### config.mk
export PLATFORM = sky130hd
export DESIGN_NAME = fpu_issue_ctrl
export DESIGN_NICKNAME = d
export VERILOG_FILES = /design/src/rtl/fpu_issue_ctrl.sv
export SDC_FILE = /design/constraint.sdc
export NUM_CORES = 1
export LEC_CHECK = 0
export CORE_ASPECT_RATIO = 1.2
export CORE_MARGIN = 1.5
export CORE_UTILIZATION = 44
export CTS_CLUSTER_SIZE = 40
export DETAILED_ROUTE_END_ITERATION = 6
export PLACE_DENSITY = 0.87
export REMOVE_ABC_BUFFERS = 1
export SYNTH_ARGS = -nofsm -noshare
export SYNTH_HDL_FRONTEND = slang
export SYNTH_SLANG_ARGS = --single-unit
### constraint.sdc
create_clock -name clk -period 4.6 [get_ports clk]
set_input_delay 0.92 -clock clk [delete_from_list [all_inputs] [get_ports clk]]
set_output_delay 0.92 -clock clk [all_outputs]
set_load 0.01 [all_outputs]
### src/rtl/fpu_issue_ctrl.sv
// ---------------------------------------------------------------------------
// fpu_issue_ctrl
//   Takes coprocessor instructions from the integer pipeline's decode stage,
//   one per valid/ready handshake. It then drives the floating-point
//   coprocessor and data-memory strobes for three kinds of instruction:
//   arithmetic ops, lws (memory -> coprocessor register) and sws
//   (coprocessor register -> memory).
//
// Ports
//   clk, rst        rising-edge clock, asynchronous active-high reset
//   instr_valid     instr carries a coprocessor instruction
//   instr[31:0]     [31:26] op, [25:21] fd/ft, [20:16] fs1, [15:11] fs2,
//                   [15:0] imm
//   gpr_base[31:0]  base register value for lws/sws, sampled at accept
//   instr_ready     high only while idle; busy is its complement
//   illegal         one-cycle pulse for an unknown op or a misaligned address
//   mem_addr/mem_read/mem_write/mem_wdata/mem_rdata
//                   data-memory port; read data arrives the cycle after
//                   mem_read
//   cop_opcode/cop_addr_in1/cop_addr_in2/cop_addr_dest/cop_we/cop_wdata/
//   cop_rdata       coprocessor register file / datapath port
//
// Outputs are decoded from registered state. The only exceptions are the two
// data pass-throughs (mem_rdata -> cop_wdata and cop_rdata -> mem_wdata).
// Those are steered combinationally during the single write cycle of lws and
// sws respectively.
// ---------------------------------------------------------------------------
module fpu_issue_ctrl #(
    parameter int OP_LATENCY = 1,
    parameter int CNT_W      = 4
) (
    input  logic        clk,
    input  logic        rst,
    input  logic        instr_valid,
    input  logic [31:0] instr,
    input  logic [31:0] gpr_base,
    output logic        instr_ready,
    output logic        busy,
    output logic        illegal,
    output logic [31:0] mem_addr,
    output logic        mem_read,
    input  logic [31:0] mem_rdata,
    output logic        mem_write,
    output logic [31:0] mem_wdata,
    output logic [5:0]  cop_opcode,
    output logic [4:0]  cop_addr_in1,
    output logic [4:0]  cop_addr_in2,
    output logic [4:0]  cop_addr_dest,
    output logic        cop_we,
    output logic [31:0] cop_wdata,
    input  logic [31:0] cop_rdata
);

    typedef enum logic [2:0] {
        S_IDLE   = 3'd0,
        S_EXEC   = 3'd1,
        S_LW_REQ = 3'd2,
        S_LW_WR  = 3'd3,
        S_SW_REQ = 3'd4,
        S_SW_WR  = 3'd5,
        S_ILL    = 3'd6
    } state_t;

    localparam logic [5:0] OP_NOP      = 6'b000000;
    localparam logic [5:0] OP_ARITH_LO = 6'b110000;
    localparam logic [5:0] OP_ARITH_HI = 6'b110110;
    localparam logic [5:0] OP_LWS      = 6'b110111;
    localparam logic [5:0] OP_SWS      = 6'b111000;

    // The EXEC cycle that presents the opcode counts toward the latency,
    // so the counter starts one below OP_LATENCY and leaves EXEC at zero.
    localparam logic [CNT_W-1:0] CNT_INIT = CNT_W'(OP_LATENCY - 1);

    state_t            state_reg, state_next;
    logic [CNT_W-1:0]  cnt_reg, cnt_next;
    logic [5:0]        op_reg, op_next;
    logic [4:0]        rd_reg, rd_next;
    logic [4:0]        rs1_reg, rs1_next;
    logic [4:0]        rs2_reg, rs2_next;
    logic [31:0]       ea_reg, ea_next;

    // Sign-extended immediate and effective address (wraps mod 2^32).
    logic [31:0] imm_sext;
    logic [31:0] ea_calc;

    assign imm_sext[15:0] = instr[15:0];
    generate
        for (genvar gi = 16; gi < 32; gi++) begin : g_sext
            assign imm_sext[gi] = instr[15];
        end
    endgenerate

    assign ea_calc = gpr_base + imm_sext;

    logic [5:0] in_op;
    logic       in_arith, in_lws, in_sws;

    assign in_op    = instr[31:26];
    assign in_arith = (in_op >= OP_ARITH_LO) && (in_op <= OP_ARITH_HI);
    assign in_lws   = (in_op == OP_LWS);
    assign in_sws   = (in_op == OP_SWS);

    // State register process.
    always_ff @(posedge clk or posedge rst) begin
        if (rst) begin
            state_reg <= S_IDLE;
            cnt_reg   <= '0;
            op_reg    <= '0;
            rd_reg    <= '0;
            rs1_reg   <= '0;
            rs2_reg   <= '0;
            ea_reg    <= '0;
        end else begin
            state_reg <= state_next;
            cnt_reg   <= cnt_next;
            op_reg    <= op_next;
            rd_reg    <= rd_next;
            rs1_reg   <= rs1_next;
            rs2_reg   <= rs2_next;
            ea_reg    <= ea_next;
        end
    end

    // Next-state process.
    always_comb begin
        state_next = state_reg;
        cnt_next   = cnt_reg;
        op_next    = op_reg;
        rd_next    = rd_reg;
        rs1_next   = rs1_reg;
        rs2_next   = rs2_reg;
        ea_next    = ea_reg;
        case (state_reg)
            S_IDLE: begin
                if (instr_valid) begin
                    op_next  = in_op;
                    rd_next  = instr[25:21];
                    rs1_next = instr[20:16];
                    rs2_next = instr[15:11];
                    ea_next  = ea_calc;
                    if (in_arith) begin
                        state_next = S_EXEC;
                        cnt_next   = CNT_INIT;
                    end else if (in_lws) begin
                        state_next = (ea_calc[1:0] != 2'b00) ? S_ILL : S_LW_REQ;
                    end else if (in_sws) begin
                        state_next = (ea_calc[1:0] != 2'b00) ? S_ILL : S_SW_REQ;
                    end else begin
                        state_next = S_ILL;
                    end
                end
            end
            S_EXEC: begin
                if (cnt_reg == '0) begin
                    state_next = S_IDLE;
                end else begin
                    cnt_next = cnt_reg - CNT_W'(1);
                end
            end
            S_LW_REQ: state_next = S_LW_WR;
            S_LW_WR:  state_next = S_IDLE;
            S_SW_REQ: state_next = S_SW_WR;
            S_SW_WR:  state_next = S_IDLE;
            S_ILL:    state_next = S_IDLE;
            default:  state_next = S_IDLE;
        endcase
    end

    // Output process: every strobe is owned by exactly one state, which
    // keeps cop_we/opcode and mem_read/mem_write mutually exclusive.
    always_comb begin
        instr_ready   = 1'b0;
        illegal       = 1'b0;
        mem_addr      = '0;
        mem_read      = 1'b0;
        mem_write     = 1'b0;
        mem_wdata     = '0;
        cop_opcode    = OP_NOP;
        cop_addr_in1  = '0;
        cop_addr_in2  = '0;
        cop_addr_dest = '0;
        cop_we        = 1'b0;
        cop_wdata     = '0;
        case (state_reg)
            S_IDLE: instr_ready = 1'b1;
            S_EXEC: begin
                cop_opcode    = op_reg;
                cop_addr_in1  = rs1_reg;
                cop_addr_in2  = rs2_reg;
                cop_addr_dest = rd_reg;
            end
            S_LW_REQ: begin
                mem_read = 1'b1;
                mem_addr = ea_reg;
            end
            S_LW_WR: begin
                cop_we       = 1'b1;
                cop_wdata    = mem_rdata;
                cop_addr_in1 = rd_reg;
            end
            S_SW_REQ: begin
                cop_opcode   = OP_SWS;
                cop_addr_in1 = rd_reg;
            end
            S_SW_WR: begin
                mem_write = 1'b1;
                mem_addr  = ea_reg;
                mem_wdata = cop_rdata;
            end
            S_ILL: illegal = 1'b1;
            default: ;
        endcase
    end

    assign busy = ~instr_ready;

endmodule

==> impl_metrics.json <==
{
  "start_util": 0.452,
  "core_um2": 11000,
  "arrival_ps": 3950,
  "cts_max_path_buffers": 2,
  "ys.warnings.count": 0,
  "synthCells": 658,
  "max_slew_margin": 0.239,
  "ys.flop_type": "dfrtp_1",
  "grt_overflow": 0,
  "synth.distinct_cells": 58,
  "peakVddDrop_uv": 268,
  "hold_buffers": 0,
  "utilization": 0.717,
  "preCtsSetupSlack_ps": 671,
  "grt_start_max_net_pins": 64,
  "cts-root-buf": "clkbuf_16",
  "met1_length_mm": 7.35,
  "cts_setup_buffers": 0,
  "final_cell_mix": "253 x clkdlybuf4s50_1, 129 x nand2_1, 60 x dfrtp_1",
  "numCtsBuffers": 9,
  "hold-worst-slack_ps": 456,
  "globalRouteTotalUtil": 0.309,
  "wire_per_inst_um": 18.3,
  "syn-cell-area_um2": 4980,
  "syn2layout_area_growth_pct": 58.7,
  "floorplan.die_area_um2": 12000,
  "hold_viol": 0,
  "setup_ws_ps": 913,
  "ys_top_cells_by_area": "dfrtp_1 30%, nand2_1 9.8%, ha_1 8.3%",
  "cts_sinks": 60,
  "synth-edff-count": 0,
  "grt_pass1_vias": 5572,
  "portBuffers": 253,
  "tightest_slew_ps": 1140,
  "finalCriticalPeriod_ps": 3690,
  "fin_tns_setup_ps": 0,
  "synth-seq-cells": 60,
  "period_share": 0.802,
  "chipHeight_um": 120,
  "fin_nets": 1051,
  "drt-initial-drc-count": 356,
  "dpl.hpwl_mm": 14.6,
  "firstDrtPassIters": 5,
  "drv_slew": 0,
  "grt_pass1_wl_mm": 28.6,
  "async_flop_share": 1.00,
  "drv_cap": 0,
  "top_layer": "met5",
  "synth.avg_cell_area_um2": 7.57,
  "cp-start-kind": "input port",
  "routed_via_density": 5.60,
  "rows": 42,
  "dr_total_vias": 5721,
  "met3WireLength_mm": 1.54,
  "num_antenna_cells": 0,
  "grt_setup_unrepaired": "false",
  "required_ps": 4870,
  "yosysSeqAreaShare": 0.301,
  "die_x_um": 100,
  "largest_reg_flops": 32,
  "ant_nets": 0,
  "critPathMaxFanout": 18,
  "place_congestion": 1.02,
  "drc_errors": 0,
  "clk_pin_slew_worst_paths_ps": 50,
  "routed_wl_mm": 18.7,
  "insertion_delay_ps": 330,
  "dr_wl_met2_mm": 9.08,
  "status": "finished, final reports clean",
  "ioPinCount": 254,
  "h-tree-depth": 3,
  "max_freq_ghz": 0.271,
  "drive_gt1_frac": 0.0404,
  "antenna_found_initial": 1,
  "p_leak_uw": 0.00353,
  "critPathKind": "in -> reg",
  "fin_skew_ps": 5.64,
  "hp-class": "reg -> reg",
  "yosys.area.top_type_share": 0.301,
  "crit_path_end_kind": "register",
  "cts.repair.resized": 0,
  "setup_viol": 0,
  "cts_tree": "built",
  "powerDensity_nw_per_um2": 459,
  "final_common_cell": "clkdlybuf4s50_1",
  "synth.largest_area_cell": "dfrtp_1"
}
[report_power, final]
part	switching, uW	total, uW	leakage [uW]	internal [uW]
Combinational	1010	1910	0.00261	908
Clock	242	780	0.000168	539
Sequential	160	936	0.000749	776
[final timing paths]
path,start,end,slack [ps],cells after the start
max,instr[15],ea_reg[29],910,8
min,ea_reg[5],ea_reg[5],460,2
max reg2reg,state_reg[1],cnt_reg[3],1840,8
min reg2reg,ea_reg[5],ea_reg[5],460,2
max in group asynchronous,rst,ea_reg[1],2680,3
min in group asynchronous,rst,rd_reg[1],1100,2
[stage by stage]
stage                     instance area, um2  instances  total power [uW]
after global placement                  7570       1007              2770
final                                   7910       1022              3630
after CTS                               7910       1022              3630
after detailed placement                7570       1007              2830
after floorplan                         4810        615              1880
after global routing                    7910       1022              3860
[cell type report]
cell class,instances,area [um2]
flip-flops and latches,60,1500
clock inverters,5,100
inverters,12,45.0
fillers,876,3120
repair buffers,260,2580
clock buffers,10,239
multi-input cells,543,3280
well taps,132,165
[routing by layer]
| metal | GRT usage | vias to the layer above |
|---|---|---|
| li1 | - | 2725 |
| met3 | 0.0676 | 61 |
| met4 | 0.136 | 2 |
| met1 | 0.373 | 2626 |
| met5 | 0 | - |
| met2 | 0.523 | 307 |
[synthesized netlist by cell type, types with 2 or more instances]
| master | instances |
|---|---|
| o21ai_0 | 53 |
| xnor2_1 | 10 |
| buf_2 | 3 |
| clkbuf_1 | 31 |
| o21a_1 | 4 |
| nand2b_1 | 5 |
| clkbuf_2 | 3 |
| a31oi_1 | 10 |
| a21oi_1 | 41 |
| and4_1 | 3 |
| o22ai_1 | 3 |
| inv_1 | 12 |
| a211o_1 | 2 |
| nor2_1 | 32 |
| nor2b_1 | 35 |
| a21boi_0 | 2 |
| nand3_1 | 9 |
| nand2_1 | 130 |
| and2_1 | 34 |
| nand4_1 | 8 |
| a21o_1 | 11 |
| ha_1 | 33 |
| and3_1 | 48 |
| buf_1 | 6 |
| mux2i_1 | 5 |
| o21bai_1 | 3 |
| dfrtp_1 | 60 |
| o211ai_1 | 2 |
| xor2_1 | 16 |
| nor3_1 | 13 |
| a211oi_1 | 4 |
[worst max-delay path, stage by stage]
cell and delay [ps]:
clkdlybuf4s50_1 850, ha_1 670, nand4_1 150, or3_4 370
o31ai_4 280, nand4_1 160, a2111oi_0 390, nand3b_1 160
[cell families after synthesis]
group,synth area share
and+or+nand+nor,0.332
adders and majority gates,0.0869
muxes,0.0100
buffers and inverters,0.0429
DFF,0.301
xor gates and xnor gates,0.0457
AOI/OAI and AO/OA,0.181
No activity file was read; power rests on OpenSTA's default activity.
